--- src/rtl/mem_arbiter_fsm_if.sv ---
// Bus bundle between the miss arbiter, the two caches' miss/fill ports and main memory.
// The arbiter takes the master view; the caches and memory model take the slave view.
interface mem_arbiter_fsm_if #(
  parameter int AWIDTH = 16,
  parameter int DWIDTH = 16,
  parameter int WORDS  = 8
);
  localparam int IW = (WORDS > 1) ? $clog2(WORDS) : 1;

  logic              i_miss;
  logic [AWIDTH-1:0] i_addr;
  logic              d_miss;
  logic              d_wr;
  logic [AWIDTH-1:0] d_addr;
  logic [DWIDTH-1:0] d_wdata;
  logic              mem_en;
  logic              mem_wr;
  logic [AWIDTH-1:0] mem_addr;
  logic [DWIDTH-1:0] mem_wdata;
  logic [DWIDTH-1:0] mem_rdata;
  logic              mem_valid;
  logic              fill_we;
  logic              fill_sel;
  logic [IW-1:0]     fill_idx;
  logic [DWIDTH-1:0] fill_data;
  logic              fill_last;
  logic              i_done;
  logic              d_done;
  logic              busy;

  modport master (
    input  i_miss, i_addr, d_miss, d_wr, d_addr, d_wdata, mem_rdata, mem_valid,
    output mem_en, mem_wr, mem_addr, mem_wdata,
    output fill_we, fill_sel, fill_idx, fill_data, fill_last,
    output i_done, d_done, busy
  );

  modport slave (
    output i_miss, i_addr, d_miss, d_wr, d_addr, d_wdata, mem_rdata, mem_valid,
    input  mem_en, mem_wr, mem_addr, mem_wdata,
    input  fill_we, fill_sel, fill_idx, fill_data, fill_last,
    input  i_done, d_done, busy
  );
endinterface

--- src/rtl/mem_arbiter_fsm.sv ---
// Shares one multi-cycle memory between I-cache misses and D-cache misses/stores:
// block fills are issued back-to-back and returned words are streamed into the owning cache.
module mem_arbiter_fsm #(
  parameter int AWIDTH = 16,
  parameter int DWIDTH = 16,
  parameter int WORDS  = 8
) (
  input  logic             clk,
  input  logic             rst,
  mem_arbiter_fsm_if.master bus
);
  localparam int IW = (WORDS > 1) ? $clog2(WORDS) : 1;
  localparam logic [AWIDTH-1:0] BASE_MASK = ~AWIDTH'(2 * WORDS - 1);
  localparam logic [IW-1:0]     IC_LAST   = IW'(WORDS - 1);
  localparam logic [IW:0]       RC_LAST   = (IW + 1)'(WORDS - 1);
  localparam logic [IW:0]       RC_FULL   = (IW + 1)'(WORDS);

  typedef enum logic [2:0] {
    IDLE,
    WRITE,
    FILL,
    DRAIN,
    DONE
  } state_t;

  state_t            state, state_next;
  logic              owner, owner_next;
  logic [AWIDTH-1:0] base, base_next;
  logic [DWIDTH-1:0] wdata_q, wdata_next;
  logic [IW-1:0]     ic, ic_next;
  logic [IW:0]       rc, rc_next;

  always_ff @(posedge clk or negedge rst) begin
    if (!rst) begin
      state   <= IDLE;
      owner   <= 1'b0;
      base    <= '0;
      wdata_q <= '0;
      ic      <= '0;
      rc      <= '0;
    end else begin
      state   <= state_next;
      owner   <= owner_next;
      base    <= base_next;
      wdata_q <= wdata_next;
      ic      <= ic_next;
      rc      <= rc_next;
    end
  end

  // rc counts returned words; it is one bit wider so a full block is distinguishable from idx 0.
  always_comb begin
    state_next     = state;
    owner_next     = owner;
    base_next      = base;
    wdata_next     = wdata_q;
    ic_next        = ic;
    rc_next        = rc;
    bus.mem_en     = 1'b0;
    bus.mem_wr     = 1'b0;
    bus.mem_addr   = '0;
    bus.mem_wdata  = '0;
    bus.fill_we    = 1'b0;
    bus.fill_sel   = 1'b0;
    bus.fill_idx   = '0;
    bus.fill_data  = '0;
    bus.fill_last  = 1'b0;
    bus.i_done     = 1'b0;
    bus.d_done     = 1'b0;

    if ((state == FILL || state == DRAIN) && bus.mem_valid && rc != RC_FULL) begin
      bus.fill_we   = 1'b1;
      bus.fill_sel  = owner;
      bus.fill_idx  = rc[IW-1:0];
      bus.fill_data = bus.mem_rdata;
      bus.fill_last = (rc == RC_LAST);
      rc_next       = rc + 1'b1;
    end

    case (state)
      IDLE: begin
        if (bus.d_wr) begin
          owner_next = 1'b1;
          base_next  = bus.d_addr;
          wdata_next = bus.d_wdata;
          state_next = WRITE;
        end else if (bus.d_miss) begin
          owner_next = 1'b1;
          base_next  = bus.d_addr & BASE_MASK;
          ic_next    = '0;
          rc_next    = '0;
          state_next = FILL;
        end else if (bus.i_miss) begin
          owner_next = 1'b0;
          base_next  = bus.i_addr & BASE_MASK;
          ic_next    = '0;
          rc_next    = '0;
          state_next = FILL;
        end
      end
      WRITE: begin
        bus.mem_en    = 1'b1;
        bus.mem_wr    = 1'b1;
        bus.mem_addr  = base;
        bus.mem_wdata = wdata_q;
        state_next    = DONE;
      end
      FILL: begin
        bus.mem_en   = 1'b1;
        bus.mem_addr = base + AWIDTH'({ic, 1'b0});
        ic_next      = ic + 1'b1;
        if (ic == IC_LAST) begin
          state_next = (rc_next == RC_FULL) ? DONE : DRAIN;
        end
      end
      DRAIN: begin
        if (rc_next == RC_FULL) begin
          state_next = DONE;
        end
      end
      DONE: begin
        bus.i_done = ~owner;
        bus.d_done = owner;
        state_next = IDLE;
      end
      default: begin
        state_next = IDLE;
      end
    endcase
  end

  assign bus.busy = (state != IDLE);
endmodule
--- src/flat_wrapper.sv ---
// flat-port wrapper written by rule: the top's interface ports become plain ports
module mem_arbiter_fsm_flat 
#(
  parameter int AWIDTH = 16,
  parameter int DWIDTH = 16,
  parameter int WORDS  = 8
)
  (clk, rst, bus_i_miss, bus_i_addr, bus_d_miss, bus_d_wr, bus_d_addr, bus_d_wdata, bus_mem_rdata, bus_mem_valid, bus_mem_en, bus_mem_wr, bus_mem_addr, bus_mem_wdata, bus_fill_we, bus_fill_sel, bus_fill_idx, bus_fill_data, bus_fill_last, bus_i_done, bus_d_done, bus_busy);
  mem_arbiter_fsm_if #(.AWIDTH(AWIDTH), .DWIDTH(DWIDTH), .WORDS(WORDS)) bus_i ();
  input  logic clk;
  input  logic rst;
  input wire logic [$bits(bus_i.i_miss)-1:0] bus_i_miss;
  input wire logic [$bits(bus_i.i_addr)-1:0] bus_i_addr;
  input wire logic [$bits(bus_i.d_miss)-1:0] bus_d_miss;
  input wire logic [$bits(bus_i.d_wr)-1:0] bus_d_wr;
  input wire logic [$bits(bus_i.d_addr)-1:0] bus_d_addr;
  input wire logic [$bits(bus_i.d_wdata)-1:0] bus_d_wdata;
  input wire logic [$bits(bus_i.mem_rdata)-1:0] bus_mem_rdata;
  input wire logic [$bits(bus_i.mem_valid)-1:0] bus_mem_valid;
  output wire logic [$bits(bus_i.mem_en)-1:0] bus_mem_en;
  output wire logic [$bits(bus_i.mem_wr)-1:0] bus_mem_wr;
  output wire logic [$bits(bus_i.mem_addr)-1:0] bus_mem_addr;
  output wire logic [$bits(bus_i.mem_wdata)-1:0] bus_mem_wdata;
  output wire logic [$bits(bus_i.fill_we)-1:0] bus_fill_we;
  output wire logic [$bits(bus_i.fill_sel)-1:0] bus_fill_sel;
  output wire logic [$bits(bus_i.fill_idx)-1:0] bus_fill_idx;
  output wire logic [$bits(bus_i.fill_data)-1:0] bus_fill_data;
  output wire logic [$bits(bus_i.fill_last)-1:0] bus_fill_last;
  output wire logic [$bits(bus_i.i_done)-1:0] bus_i_done;
  output wire logic [$bits(bus_i.d_done)-1:0] bus_d_done;
  output wire logic [$bits(bus_i.busy)-1:0] bus_busy;
  assign bus_i.i_miss = bus_i_miss;
  assign bus_i.i_addr = bus_i_addr;
  assign bus_i.d_miss = bus_d_miss;
  assign bus_i.d_wr = bus_d_wr;
  assign bus_i.d_addr = bus_d_addr;
  assign bus_i.d_wdata = bus_d_wdata;
  assign bus_i.mem_rdata = bus_mem_rdata;
  assign bus_i.mem_valid = bus_mem_valid;
  assign bus_mem_en = bus_i.mem_en;
  assign bus_mem_wr = bus_i.mem_wr;
  assign bus_mem_addr = bus_i.mem_addr;
  assign bus_mem_wdata = bus_i.mem_wdata;
  assign bus_fill_we = bus_i.fill_we;
  assign bus_fill_sel = bus_i.fill_sel;
  assign bus_fill_idx = bus_i.fill_idx;
  assign bus_fill_data = bus_i.fill_data;
  assign bus_fill_last = bus_i.fill_last;
  assign bus_i_done = bus_i.i_done;
  assign bus_d_done = bus_i.d_done;
  assign bus_busy = bus_i.busy;
  mem_arbiter_fsm #(.AWIDTH(AWIDTH), .DWIDTH(DWIDTH), .WORDS(WORDS)) u_core (.clk(clk), .rst(rst), .bus(bus_i));
endmodule
--- config.mk ---
export PLATFORM = sky130hd
export DESIGN_NAME = mem_arbiter_fsm_flat
export DESIGN_NICKNAME = d
export VERILOG_FILES = /design/src/rtl/mem_arbiter_fsm_if.sv /design/src/rtl/mem_arbiter_fsm.sv /design/src/flat_wrapper.sv
export SDC_FILE = /design/constraint.sdc
export NUM_CORES = 1
export LEC_CHECK = 0
export CAP_MARGIN = 40
export CORE_ASPECT_RATIO = 0.9
export CORE_MARGIN = 2
export CORE_UTILIZATION = 28
export CTS_CLUSTER_DIAMETER = 60
export DETAILED_ROUTE_END_ITERATION = 10
export GPL_TIMING_DRIVEN = 0
export HOLD_SLACK_MARGIN = 0.02
export PLACE_DENSITY_LB_ADDON = 0.12
export SYNTH_ARGS = -nofsm -noshare
export SYNTH_HDL_FRONTEND = slang
export SYNTH_SLANG_ARGS = --single-unit
--- constraint.sdc ---
create_clock -name clk -period 2.44 [get_ports clk]
set_input_delay 0.488 -clock clk [delete_from_list [all_inputs] [get_ports clk]]
set_output_delay 0.488 -clock clk [all_outputs]
set_load 0.005 [all_outputs]
# Word level (Yosys, flattened, before mapping)
# Cells that the tools add are included.
[op_classes] bitwise=1 n_reduce_logical=12 n_mux=33 add_sub_neg=3 n_eq_ne=13
[op_table] op="16-bit 2-to-1 mux" n=5
[op_table] op="16-bit case mux with 2 select lines" n=1
[op_table] op="3-bit 2-to-1 mux" n=10
[op_table] op="4-bit 2-to-1 mux" n=5
[op_table] op="16-bit by 4-bit adder with 16-bit output" n=1
[op_table] op="3-bit case mux with 4 select lines" n=1
[op_table] op="1-bit 2-to-1 mux" n=10
[op_table] op="4-bit != test, second input constant" n=2
[op_table] op="3-bit by 2-bit == test with 1-bit output, second input constant" n=2
[op_table] op="3-bit == test, second input constant" n=2
[op_table] op="2-bit != test, second input constant" n=3
[op_table] op="3-bit case mux with 2 select lines" n=1
[op_table] op="3-bit AND reduction" n=2
[op_table] op="3-bit nonzero test" n=2
[op_table] op="4-bit by 1-bit adder with 4-bit output, second input constant" n=1
[op_table] op="4-bit by 3-bit == test with 1-bit output, second input constant" n=1
[op_table] op="4-bit == test, second input constant" n=1
[op_table] op="2-bit AND reduction" n=2
[op_table] op="3-bit by 1-bit adder with 3-bit output, second input constant" n=1
[op_table] op="3-bit by 1-bit == test with 1-bit output, second input constant" n=1
[op_table] op="3-bit logical NOT" n=1
[op_table] op="3-bit != test, second input constant" n=1
[op_table] op="1-bit logical AND" n=2
[op_table] op="2-bit nonzero test" n=1
[op_table] op="other kinds (3)" n=3
[word_totals] register_bits=43 word_cells=68 output_inout_bits=59 in_bits=70

# Depth between registers and ports, before layout
[logic_depth] ltp_word=9 mapped_depth=9 depth_no_buf=8

# Worst setup path after synthesis
# OpenSTA, ideal clock, no wires.
[synth_timing] path_type="register -> register" from="register u_core.rc[1]" to="register u_core.state[2]" t_arrival_ns=2.420 path_stages_with_launch=9 required_time_ns=2.344 n_path_buf=1 setup_time_ns=0.096 synth_period_minus_slack_ns=2.516 slack_ns=-0.076 cell_sequence="dfrtp_1 > inv_1 > ha_1 > a31oi_1 > clkbuf_1 > ha_1 > or4_4 > or2_1 > a311oi_2"
[synth_via] elab_chain_len=7 elab_cells_between_ends=10 classes_between="add/sub: 1; eq/ne: 3; mux: 4; reduce/logical: 2"
[synth_lines] item="start, declared" line_no="mem_arbiter_fsm.sv:31" rtl="logic [IW:0] rc, rc_next;"
[synth_lines] item="start signal, assigned" line_no="mem_arbiter_fsm.sv:47" rtl="rc <= rc_next;"
[synth_lines] item="parallel branches: the longest is 2 deep, another holds 4-bit by 1-bit adder with 4-bit output"
[synth_lines] item="4-bit 2-to-1 mux (*)" line_no="mem_arbiter_fsm.sv:71" rtl="if ((state == FILL || state == DRAIN) && bus.mem_valid && rc != RC_FULL) begin"
[synth_lines] item="4-bit == test (*)" line_no="mem_arbiter_fsm.sv:113, mem_arbiter_fsm.sv:117"
[synth_lines] item="3-bit 2-to-1 mux" line_no="mem_arbiter_fsm.sv:113" rtl="state_next = (rc_next == RC_FULL) ? DONE : DRAIN;"
[synth_lines] item="3-bit 2-to-1 mux" line_no="mem_arbiter_fsm.sv:112" rtl="if (ic == IC_LAST) begin"
[synth_lines] item="3-bit case mux with 4 select lines" line_no="mem_arbiter_fsm.sv:80" rtl="case (state)"
[synth_lines] item="end signal, assigned" line_no="mem_arbiter_fsm.sv:42" rtl="state <= state_next;"
[synth_lines] item="end, declared" line_no="mem_arbiter_fsm.sv:26" rtl="state_t state, state_next;"
# Mark *: on every way between the ends. The select of a mux whose other input is x is not followed.
# A chain may end at the register's enable or synchronous reset.

# Final worst setup path
[layout_timing] from="register u_core.ic[0]" to="output port bus_mem_addr[15]"
[layout_via] elab_chain_len=2
[layout_lines] item="start, declared" line_no="mem_arbiter_fsm.sv:30" rtl="logic [IW-1:0] ic, ic_next;"
[layout_lines] item="start signal, assigned" line_no="mem_arbiter_fsm.sv:46" rtl="ic <= ic_next;"
[layout_lines] item="16-bit by 4-bit adder with 16-bit output" line_no="mem_arbiter_fsm.sv:110" rtl="bus.mem_addr = base + AWIDTH'({ic, 1'b0});"
[layout_lines] item="16-bit case mux with 2 select lines" line_no="mem_arbiter_fsm.sv:80"
[layout_lines] item="end, declared" line_no="flat_wrapper.sv:22" rtl="output wire logic [$bits(bus_i.mem_addr)-1:0] bus_mem_addr;"
# No other way between the ends.

==> impl_metrics.env <==
export IMPL_htreeDepth=2
export IMPL_insertion_delay_ps=290
export IMPL_failed_checks="setup timing"
export IMPL_gr_usage_all_layers_pct=17.7
export IMPL_hp_class="input pin to async pin"
export IMPL_ant_nets=0
export IMPL_leakage_uw=0.00225
export IMPL_yosysSeqAreaShare_pct=39.5
export IMPL_synthArstFlopShare_pct=100
export IMPL_reg2reg_depth=8
export IMPL_r2r_end="u_core.state[0]"
export IMPL_r2r_start="u_core.state[2]"
export IMPL_drt_total_wl_mm=9.46
export IMPL_cts_sinks=43
export IMPL_syn_cell_area_sq_um=2730
export IMPL_rsz0062_at_grt="true"
export IMPL_place_gp_congestion=0.812
export IMPL_grt_max_degree=28
export IMPL_crit_path_start="u_core.ic[0]"
export IMPL_dieHeight_um=97.6
export IMPL_worst_path_dominant_cell_family="simple AND/OR/NAND/NOR gates"
export IMPL_first_pass_iters=4
export IMPL_tightest_slew_ps=882
export IMPL_grt_pass1_vias=2956
export IMPL_synth_cell_type_count=54
export IMPL_worstPathArrival_ps=2220
export IMPL_syn_to_final_growth_pct=79.7
export IMPL_vias=2942
export IMPL_synthFlopType="dfrtp_1"
export IMPL_n_antenna_cell=0
export IMPL_synth_seq_cells=43
export IMPL_reg2reg_slack_ps=70
export IMPL_crit_path_end="bus_mem_addr[15]"
export IMPL_slew_limit_headroom_pct=40.8
export IMPL_nNetsFinal=560
export IMPL_via_per_inst=4.85
export IMPL_ios=129
export IMPL_cpPeakStageDelay_ps=400
export IMPL_ir_drop_uv=380
export IMPL_fin_skew_ps=6.99
export IMPL_critical_path_max_fanout=3
export IMPL_final_area_sq_um=4900
export IMPL_cts_buffers=5
export IMPL_final_setup_tns_ps=-1650
export IMPL_slowest_stage="or4_1"
export IMPL_layout_commonest_cell="clkdlybuf4s50_1"
export IMPL_path_clk_slew_ps=90
export IMPL_synth_edf_count=0
export IMPL_end_kind="primary output"
export IMPL_num_rows=34
export IMPL_core_region_area_sq_um=9570
export IMPL_crit_buf_inv=2
export IMPL_wl_per_cell_um=15.6
export IMPL_clockBufferDepth=2
export IMPL_drc=0
export IMPL_outcome="finished with violations"
export IMPL_syn_inst=286
export IMPL_max_freq_mhz=370
export IMPL_cp_required_ps=1950
export IMPL_drt_iter0_markers=108
export IMPL_setup_viol=10
export IMPL_layout_cells_non_filler=607
export IMPL_holdBufCountCts=0
export IMPL_min_period_ps=2700
export IMPL_fin_crit_sh_pct=111
export IMPL_hold_viol=0
export IMPL_grt_overflow=0
export IMPL_antenna_found_initial=0
export IMPL_dp_slack_ps=-601
export IMPL_pwr_density_cell_nw_per_um2=1000
export IMPL_syn_avg_cell_area_sq_um=9.53
export IMPL_setup_ws_ps=-264
export IMPL_place_area_sq_um=4140
export IMPL_cts_root_buf="clkbuf_8"
export IMPL_max_cap_violations=0
export IMPL_crit_path_start_kind="flop"
export IMPL_initial_core_util_pct=28.5
export IMPL_fp_dieArea_sq_um=10500
export IMPL_die_w_um=108
export IMPL_drv_slew=0
export IMPL_grt_first_pass_wirelength_mm=14.9
export IMPL_synth_nets=365
export IMPL_worstSetupPathType="flop to primary output"
export IMPL_dp_hpwl_mm=6.16
export IMPL_tritoncts="done"
export IMPL_final_cell_mix="clkdlybuf4s50_1, buf_4, dfrtp_1"
export IMPL_place_inst=537
export IMPL_cp_cell_sequence="ha_2 -> inv_2 -> fa_2 -> nand2b_4 -> a21o_1 -> or4_1 -> nand3_1 -> buf_2"
export IMPL_crit_cells=8
export IMPL_yosys_warnings=0
export IMPL_layout_drive_gt1_share_pct=36.4
export IMPL_io_buffers=124
==> Yosys cell counts, types with 2 or more instances <==
master,count,area [sq um]
a211oi_1,2,15.0
a21o_1,3,22.5
a21oi_1,8,40.0
a22o_1,6,52.6
a31oi_1,6,37.5
and2_1,37,231
and3_1,2,12.5
buf_2,6,30.0
clkbuf_1,8,30.0
dfrtp_1,43,1080
ha_1,8,100
inv_1,10,37.5
mux2_2,16,180
mux2i_1,13,130
nand2_1,31,116
nand2b_1,2,12.5
nand3_1,5,25.0
nand4_1,2,12.5
nor2_1,8,30.0
nor2b_1,3,18.8
nor4b_1,2,17.5
o2111ai_1,2,17.5
o211ai_1,4,30.0
o21ai_0,23,115
o22ai_1,2,12.5
or3_1,2,12.5
or4_1,3,22.5
xor2_1,3,26.3
==> where the power goes <==
part	internal [uW]	switching, uW
clock network	300	261
logic	1670	1300
registers	1050	312
==> area by class of cell <==
class / instances / area (sq um)
Clock buffer: 5 / 68.8
Inverter: 11 / 46.3
Buffer: 12 / 109
Clock inverter: 2 / 37.5
Tap cell: 126 / 158
Timing Repair Buffer: 192 / 1640
Fill cell: 930 / 4680
Multi-Input combinational cell: 216 / 1760
Sequential cell: 43 / 1080
==> flip-flops by register name, summed over array words and instances (netlist names) <==
signal,flops
u_core.rc,4
u_core.ic,3
u_core.state,3
u_core.wdata_q,16
u_core.base,16
u_core.owner,1
==> what timing repair did <==
item                       4_1_cts  5_1_grt
gates cloned                     2        1
setup endpoints to repair       59       44
resized for setup              157       72
pin swaps                       23       19
setup buffers                   47       18
==> through the flow <==
stage	power (uW)	util (%)	hold slack [ps]
2_1_floorplan	2490	-	192
3_3_place_gp	3490	43.1	482
3_5_place_dp	3540	43.3	458
4_1_cts	4660	50.2	130
5_1_grt	5260	51.2	140
6_report	4890	51.2	121
==> how the worst min path moves through the flow <==
stage                     cells after the start  slack (ps)                  to
after floorplan                               0         190      u_core.base[0]
after CTS                                     1         130  u_core.wdata_q[11]
after detailed placement                      1         460  u_core.wdata_q[11]
after global placement                        1         480   u_core.wdata_q[0]
final                                         1         120  u_core.wdata_q[11]
after global routing                          1         140  u_core.wdata_q[11]
==> worst register-to-register path, stage by stage (launching register included) <==
cell and delay, ps:
dfrtp_1 390, buf_6 140, nand3b_4 180, a31oi_4 250, clkbuf_8 200, ha_4 190
or4_4 490, or2_4 250, a31o_1 180
==> kinds of logic (layout without fill, tap and decap cells) <==
logic type      after synthesis  after routing  synth area share, %
buf+inv                      27            222                 4.32
simple gates                111            111                 23.9
compound gates               64             64                 15.5
fa+ha+maj                     9              9                 4.41
mux                          29             29                 11.4
xor+xnor                      3              3                0.964
flops                        43             43                 39.5
==> routing by layer <==
metal / vias up / GRT usage, % / part of all wire (%)
met1: 1402 / 22.1 / 41
met2: 120 / 30.2 / 49
li1: 1410 / - / -
met5: - / 0 / 0
met4: 0 / 4.34 / 1.7
met3: 10 / 4.90 / 7.9
Power figures use the tool's default switching activity.
